`src/rtl/if_prefetch_queue_pkg.sv`:
```
// rtl/if_prefetch_queue_pkg.sv - shared types and constants for the instruction prefetch queue
package if_prefetch_queue_pkg;

    localparam int          WORD_W = 32;
    localparam logic [31:0] NOP    = 32'h0;
    localparam logic [31:0] PC_INC = 32'd4;

    typedef enum logic [1:0] {
        ST_IDLE    = 2'd0,
        ST_FETCH   = 2'd1,
        ST_DISCARD = 2'd2
    } fetch_state_t;

    typedef struct packed {
        logic [WORD_W-1:0] instr;
        logic [WORD_W-1:0] pc4;
    } q_entry_t;

    function automatic logic [WORD_W-1:0] pc_plus4(input logic [WORD_W-1:0] pc);
        return pc + PC_INC;
    endfunction

endpackage

```
`src/rtl/if_prefetch_queue_if.sv`:
```
// rtl/if_prefetch_queue_if.sv - instruction memory req/ack bus
interface if_prefetch_queue_if;
    import if_prefetch_queue_pkg::*;

    logic              req;
    logic [WORD_W-1:0] addr;
    logic              ack;
    logic [WORD_W-1:0] rdata;

    modport master (output req, output addr, input ack, input rdata);
    modport slave  (input req, input addr, output ack, output rdata);

endinterface

```
`src/rtl/if_prefetch_queue_pf_fifo.sv`:
```
// rtl/if_prefetch_queue_pf_fifo.sv - DEPTH-entry fetch queue with flush and combinational head
module if_prefetch_queue_pf_fifo
    import if_prefetch_queue_pkg::*;
#(
    parameter int DEPTH = 4
) (
    input  logic                     clk,
    input  logic                     reset,
    input  logic                     push,
    input  q_entry_t                 push_data,
    input  logic                     pop,
    input  logic                     flush,
    output logic [$clog2(DEPTH):0]   count,
    output q_entry_t                 head_data
);

    localparam int AW = $clog2(DEPTH);
    localparam int CW = AW + 1;

    q_entry_t        mem [DEPTH];
    logic [AW-1:0]   head;
    logic [AW-1:0]   tail;

    // Pointer and occupancy bookkeeping; flush empties the queue without touching storage
    always_ff @(posedge clk or negedge reset) begin
        if (!reset) begin
            head  <= '0;
            tail  <= '0;
            count <= '0;
        end else if (flush) begin
            head  <= tail;
            count <= '0;
        end else begin
            if (push) tail <= tail + AW'(1);
            if (pop)  head <= head + AW'(1);
            count <= count + CW'(push) - CW'(pop);
        end
    end

    // Entry storage; written at the tail, never needs reset since count gates visibility
    always_ff @(posedge clk) begin
        if (push && !flush) mem[tail] <= push_data;
    end

    assign head_data = mem[head];

endmodule

```
`src/rtl/if_prefetch_queue.sv`:
```
// rtl/if_prefetch_queue.sv - instruction fetch front-end with prefetch queue and redirect flush
module if_prefetch_queue
    import if_prefetch_queue_pkg::*;
#(
    parameter int          DEPTH    = 4,
    parameter logic [31:0] RESET_PC = 32'h0
) (
    input  logic                clk,
    input  logic                reset,
    input  logic                redirect_valid,
    input  logic [WORD_W-1:0]   redirect_pc,
    input  logic                stall,
    output logic                out_valid,
    output logic [WORD_W-1:0]   out_instr,
    output logic [WORD_W-1:0]   out_pc4,
    if_prefetch_queue_if.master imem
);

    localparam int             CW   = $clog2(DEPTH) + 1;
    localparam logic [CW-1:0]  FULL = CW'(DEPTH);

    fetch_state_t       state;
    logic [WORD_W-1:0]  fetch_pc;
    logic [CW-1:0]      count;
    logic [CW-1:0]      count_after;
    q_entry_t           head_data;
    q_entry_t           push_data;
    logic               push;
    logic               pop;

    // A redirect kills both the word arriving this cycle and the head consumption
    assign push        = (state == ST_FETCH) && imem.ack && !redirect_valid;
    assign pop         = out_valid && !stall && !redirect_valid;
    assign count_after = count + CW'(push) - CW'(pop);
    assign push_data   = '{instr: imem.rdata, pc4: pc_plus4(fetch_pc)};

    if_prefetch_queue_pf_fifo #(.DEPTH(DEPTH)) u_fifo (
        .clk       (clk),
        .reset     (reset),
        .push      (push),
        .push_data (push_data),
        .pop       (pop),
        .flush     (redirect_valid),
        .count     (count),
        .head_data (head_data)
    );

    // Fetch FSM: owns fetch_pc and the registered req/addr handshake
    always_ff @(posedge clk or negedge reset) begin
        if (!reset) begin
            state     <= ST_IDLE;
            fetch_pc  <= RESET_PC;
            imem.req  <= 1'b0;
            imem.addr <= RESET_PC;
        end else if (redirect_valid) begin
            fetch_pc <= redirect_pc;
            if (state != ST_IDLE && !imem.ack) begin
                // request still open: address must hold until the stale ack arrives
                state <= ST_DISCARD;
            end else begin
                state     <= ST_FETCH;
                imem.req  <= 1'b1;
                imem.addr <= redirect_pc;
            end
        end else begin
            case (state)
                ST_IDLE: begin
                    if (count < FULL) begin
                        state     <= ST_FETCH;
                        imem.req  <= 1'b1;
                        imem.addr <= fetch_pc;
                    end
                end
                ST_FETCH: begin
                    if (imem.ack) begin
                        fetch_pc <= pc_plus4(fetch_pc);
                        if (count_after < FULL) begin
                            imem.addr <= pc_plus4(fetch_pc);
                        end else begin
                            state    <= ST_IDLE;
                            imem.req <= 1'b0;
                        end
                    end
                end
                ST_DISCARD: begin
                    if (imem.ack) begin
                        state     <= ST_FETCH;
                        imem.addr <= fetch_pc;
                    end
                end
                default: begin
                    state    <= ST_IDLE;
                    imem.req <= 1'b0;
                end
            endcase
        end
    end

    assign out_valid = (count != '0);
    assign out_instr = out_valid ? head_data.instr : NOP;
    assign out_pc4   = out_valid ? head_data.pc4   : '0;

endmodule

```
`src/flat_wrapper.sv`:
```
// flat-port wrapper written by rule: the top's interface ports become plain ports
module if_prefetch_queue_flat import if_prefetch_queue_pkg::*;
#(
    parameter int          DEPTH    = 4,
    parameter logic [31:0] RESET_PC = 32'h0
)
  (clk, reset, redirect_valid, redirect_pc, stall, out_valid, out_instr, out_pc4, imem_req, imem_addr, imem_ack, imem_rdata);
  if_prefetch_queue_if imem_i ();
  input  logic clk;
  input  logic reset;
  input  logic redirect_valid;
  input  logic [WORD_W-1:0] redirect_pc;
  input  logic stall;
  output logic out_valid;
  output logic [WORD_W-1:0] out_instr;
  output logic [WORD_W-1:0] out_pc4;
  output wire logic [$bits(imem_i.req)-1:0] imem_req;
  output wire logic [$bits(imem_i.addr)-1:0] imem_addr;
  input wire logic [$bits(imem_i.ack)-1:0] imem_ack;
  input wire logic [$bits(imem_i.rdata)-1:0] imem_rdata;
  assign imem_req = imem_i.req;
  assign imem_addr = imem_i.addr;
  assign imem_i.ack = imem_ack;
  assign imem_i.rdata = imem_rdata;
  if_prefetch_queue #(.DEPTH(DEPTH), .RESET_PC(RESET_PC)) u_core (.clk(clk), .reset(reset), .redirect_valid(redirect_valid), .redirect_pc(redirect_pc), .stall(stall), .out_valid(out_valid), .out_instr(out_instr), .out_pc4(out_pc4), .imem(imem_i));
endmodule
```
`config.mk`:
```
export PLATFORM = sky130hd
export DESIGN_NAME = if_prefetch_queue_flat
export DESIGN_NICKNAME = d
export VERILOG_FILES = /design/src/rtl/if_prefetch_queue_pkg.sv /design/src/rtl/if_prefetch_queue_if.sv /design/src/rtl/if_prefetch_queue_pf_fifo.sv /design/src/rtl/if_prefetch_queue.sv /design/src/flat_wrapper.sv
export SDC_FILE = /design/constraint.sdc
export NUM_CORES = 1
export LEC_CHECK = 0
export ABC_CLOCK_PERIOD_IN_PS = 5400
export CAP_MARGIN = 30
export CORE_MARGIN = 4
export CORE_UTILIZATION = 56
export DETAILED_ROUTE_END_ITERATION = 10
export PLACE_DENSITY = 0.91
export SLEW_MARGIN = 20
export SYNTH_ARGS = -nofsm -noshare
export SYNTH_HDL_FRONTEND = slang
export SYNTH_HIERARCHICAL = 1
export SYNTH_SLANG_ARGS = --single-unit
```
`constraint.sdc`:
```
create_clock -name clk -period 5.4 [get_ports clk]
set_clock_uncertainty 0.2 [all_clocks]
set_input_delay 1.62 -clock clk [delete_from_list [all_inputs] [get_ports clk]]
set_output_delay 1.62 -clock clk [all_outputs]
set_load 0.01 [all_outputs]
```
Word level (Yosys, flattened, before mapping)
Memories as Yosys holds them, arrays and structs flattened. Cells that the tools add are included.

Bits of input ports: 69. Output and inout bits: 98. Bits in writable memories: 256. Register bits after elaboration: 74. Memories: 1.

Memories: u_core.u_fifo.mem (words 4, bits a word 64, read ports 1, clocked after Yosys merged registers in 0, wr ports 1, RTL line if_prefetch_queue_pf_fifo.sv:20) `q_entry_t mem [DEPTH];`.

Equal/unequal tests: 9. Add/subtract/negate cells: 5. Magnitude comparators: 2. Reduce and logical (&&, ||, !) cells: 21. Mux-type cells: 30. Bitwise gates (word level): 1.

Operator list (count): $mux W32 (11); $pmux W32 S3 (1); $add A32 B3 Y32 const B (1); $mux W2 (8); $ne A3 B3 Y1 const B (4); $reduce_bool A2 Y1 (4); $mux W1 (7); $logic_and A1 B1 Y1 (6); $lt A3 B3 Y1 const B (2); $pmux W2 S3 (1); $reduce_and A6 Y1 (1); $reduce_and A5 Y1 (1); $add A2 B1 Y2 const B (2); $ne A2 B2 Y1 const B (2); $reduce_and A2 Y1 (2); $reduce_and A4 Y1 (1); $reduce_bool A4 Y1 (1); $add A3 B1 Y3 (1); $logic_not A1 Y1 (3); $mux W3 (1); $ne A3 B2 Y1 const B (1); $pmux W1 S3 (1); $reduce_bool A3 Y1 (1); $sub A3 B1 Y3 (1); 4 further kinds (4).

Logic depth before layout (Yosys ltp)
Depth in word-level cells: 10. Gate-level depth with buffers: 13.

By module
The synthesis kept the hierarchy.

By module, submodules not included: if_prefetch_queue_pf_fifo (area an instance 9700.6 um^2, instances 1, sequential area each 7862.5 um^2, cells an instance 373); if_prefetch_queue (area an instance 5123.7 um^2, instances 1, sequential area each 1676.6 um^2, cells an instance 604).

Worst setup path after synthesis
Ideal clock, no wire load.

Path type: in2reg. Start point: input port redirect_valid. End point: register u_core.imem.addr[0]. Stages on the path: 13. Setup slack: 391 ps. Setup time: 125 ps. Arrival time: 4685 ps. Cell sequence: clkbuf_1 -> clkbuf_1 -> clkbuf_1 -> nor3b_1 -> ha_1 -> inv_1 -> ha_1 -> nand3b_1 -> and3_1 -> nor4_1 -> nor2_1 -> clkbuf_1 -> mux2_2.

Elaborated cells between the ends (all ways): 14. Classes of those cells: add/sub (2); order compare (1); eq/ne (5); mux (1); reduce/logical (5).

RTL lines: from (decl) (RTL line flat_wrapper.sv:11) `input logic redirect_valid;`; $logic_not A1 Y1 (RTL line if_prefetch_queue.sv:33) `assign pop = out_valid && !stall && !redirect_valid;`; $logic_and A1 B1 Y1 (RTL line if_prefetch_queue.sv:33); via u_core.pop (RTL line if_prefetch_queue.sv:29) `logic pop;`; $sub A3 B1 Y3 (RTL line if_prefetch_queue.sv:34) `assign count_after = count + CW'(push) - CW'(pop);`; $lt A3 B3 Y1 (RTL line if_prefetch_queue.sv:77) `if (count_after < FULL) begin`; $ne A3 B3 Y1 (no source line); $reduce_and A6 Y1 (no source line); to (signal assigned) (RTL line if_prefetch_queue.sv:71) `imem.addr <= fetch_pc;`; to (signal assigned) (RTL line if_prefetch_queue.sv:78) `imem.addr <= pc_plus4(fetch_pc);`; to (signal assigned) (RTL line if_prefetch_queue.sv:88) `imem.addr <= fetch_pc;`; to (decl) (RTL line if_prefetch_queue_if.sv:10) `modport master (output req, output addr, input ack, input rdata);`.

The timed path passes the listed nets, and every way through them passes these cells. A chain may end at the register's enable or synchronous reset.

==> results_dict.tcl <==
set metrics [dict create \
    synth-warning-count 6 \
    start_kind "register" \
    period_needed_ns 4.82 \
    grt_overflow 0 \
    grt_pass1_wl_mm 51.8 \
    place.gp.congestion 0.923 \
    cts.htree.levels 1 \
    syn_area_mm2 0.0148 \
    hp-class "register to register" \
    synthTopCellsByArea "edfxtp_1 52%, dfrtp_1 12%, mux4_2 9.7%" \
    synth_edf_count 256 \
    insertion_delay_ns 0.57 \
    ys.flop_type "edfxtp_1" \
    p_leak_nw 6.07 \
    min_delay_path_depth 1 \
    rows 59 \
    yosysTopAreaCell "edfxtp_1" \
    rsz0062_at_grt "no" \
    setup.worst_path.class "register to primary output" \
    status "completed" \
    die_x_um 171 \
    post-dp-hpwl_mm 21.5 \
    cts_root_buffer "clkbuf_16" \
    num_io_pins 167 \
    finalCritPeriodShare_pct 89.2 \
    place_area_mm2 0.0168 \
    die_height_um 171 \
    fin_cells 1489 \
    synthesis.nets 1056 \
    antenna_cells 0 \
    synth.top_cell.area_share_pct 51.9 \
    grt_use_total_pct 22.8 \
    async_flop_share_pct 22.4 \
    ctsHoldBuffers 0 \
    ys_top_cells_by_count "256 x edfxtp_1, 76 x and2_1, 74 x dfrtp_1, 64 x mux4_2, 55 x nand2_1" \
    arrival_ns 3.00 \
    num-nets-final 1208 \
    setup_violations 0 \
    path_max_fanout 34 \
    clock_sinks 330 \
    grt_pass1_vias 9191 \
    vias_per_cell 5.99 \
    rr_worst_depth 13 \
    dr.pass1.iters 5 \
    post_cts_buffers 0 \
    setup_ws_ns 0.581 \
    synth_seq_area_share_pct 64.3 \
    power_density_mw_per_mm2 465 \
    cts.clk_slew.worst_paths_ns 0.06 \
    cts_resized 0 \
    final_hold_viol_count 0 \
    tightest_slew_ns 0.952 \
    cts_tree "done" \
    wire_per_inst_um 22.3 \
    syn_to_final_growth_pct 20.5 \
    ant_nets 0 \
    syn_avg_cell_area_um2 15.2 \
    die_area_mm2 0.0291 \
    peakVddDrop_v 0.000307 \
    yosysUniqueCellTypes 60 \
    dp_cells 1429 \
    maxCapViolCount 0 \
    drt-total-wl_mm 33.2 \
    first_iter_violations 870 \
    fin_setup_tns_ns 0 \
    synth.most_common_cell "edfxtp_1" \
    synth_seq_cells 330 \
    drc 0 \
    pre_cts_ws_ns 0.544 \
    slew_viol_final 0 \
    grt_start_max_net_pins 75 \
    stdcell_area_mm2 0.0179 \
    core-area_mm2 0.0261 \
    numCtsBuffers 31 \
    vias 8925 \
    max_slew_margin_pct 36.0 \
    max_freq_mhz 208 \
    cts_buffer_depth 3 \
    cp_data_required_time_ns 3.58 \
    antenna_found_initial 0 \
    drive_above_1_share_pct 16.9 \
    start_util_pct 56.9 \
    crit_path_end_kind "primary output" \
    port_buffers 166 \
    total_power_mw 8.30 \
    syn-instance-count 977 \
]
[sequential cells by signal, indices dropped and copies added (netlist names)]
name                 count
u_core/imem.addr        32
u_core/u_fifo/count      3
u_core/u_fifo/tail       2
u_core/u_fifo/mem      256
u_core/u_fifo/head       2
u_core/imem.req          1
u_core/fetch_pc         32
u_core/state             2
[per-stage QoR]
step,util (%),hold WS [ns]
after floorplan,-,0.272
after global placement,64.3,0.295
after detailed placement,64.4,0.293
after CTS,68.4,0.312
after global routing,68.5,0.329
final,68.5,0.309
[placed cells by master (no fill, tap or decap), types with 5 or more instances in the layout]
cell / Yosys / routed
a21boi_0: 10 / 10
a21oi_1: 29 / 29
a31oi_1: 7 / 7
and2_1: 76 / 72
and3_1: 7 / 7
and4_1: 7 / 7
buf_12: 3 / 5
buf_4: 6 / 16
clkbuf_16: 0 / 31
clkdlybuf4s50_1: 0 / 165
clkinv_2: 0 / 11
dfrtp_1: 74 / 72
edfxtp_1: 256 / 256
ha_1: 9 / 9
inv_1: 18 / 18
mux2_2: 35 / 35
mux4_2: 64 / 64
nand2_1: 55 / 55
nand2b_1: 11 / 11
nand3_1: 25 / 25
nand4_1: 17 / 17
nor2_1: 34 / 33
nor2b_1: 5 / 5
nor3_1: 8 / 8
nor3b_1: 5 / 5
nor4_1: 16 / 16
o21ai_0: 12 / 12
o31a_1: 9 / 9
o31ai_1: 6 / 6
or4_1: 5 / 5
xnor2_1: 34 / 34
xor2_1: 29 / 29
[routing by layer]
| metal | vias to the layer above | wire length, um | share of wire (%) | GRT usage, % |
|---|---|---|---|---|
| li1 | 4015 | - | - | - |
| met1 | 4485 | 13800 | 42 | 32.6 |
| met2 | 378 | 16400 | 49 | 37.9 |
| met3 | 47 | 2420 | 7.3 | 3.49 |
| met4 | 0 | 580 | 1.7 | 4.48 |
| met5 | - | 0 | 0 | 0 |
[report_power, final]
part	leakage (nW)	switching, mW	internal [mW]
Combinational	2.40	1.22	1.56
Sequential	3.15	0.301	3.02
Clock	0.517	0.929	1.27
[worst max-delay path, stage by stage (launching register included)]
cell	delay [ns]
dfrtp_2	0.96
buf_4	0.42
mux4_2	0.36
and2_1	0.15
clkdlybuf4s50_1	0.53
[kinds of logic after synthesis]
kind of cell,count (synthesis),synth area share [%]
buf+inv,88,3.05
fa+ha+maj,10,0.895
mux,102,12.6
xor+xnor,64,3.87
compound gates,98,4.51
simple gates,285,10.7
flops,330,64.3
[final timing paths]
| kind | slack, ns | end | startpoint |
|---|---|---|---|
| worst max-delay path | 0.58 | out_pc4[16] | u_core/u_fifo/head[1] |
| max in group asynchronous | 3.68 | u_core/u_fifo/head[0] | reset |
| worst min register to register | 0.31 | u_core/imem.addr[13] | u_core/imem.addr[13] |
| min in group asynchronous | 0.72 | u_core/imem.req | reset |
| worst min-delay path | 0.31 | u_core/imem.addr[13] | u_core/imem.addr[13] |
| worst max register to register | 1.57 | u_core/imem.addr[0] | u_core/u_fifo/count[1] |
[layout make-up]
type	count	area [um2]
multi-input cells	559	4850
flip-flops and latches	330	9540
repair buffers	189	1930
well taps	335	419
inverters	18	67.6
fillers	1722	8200
clock buffers	34	797
clock inverters	24	251
No activity file was read; power rests on OpenSTA's default activity.
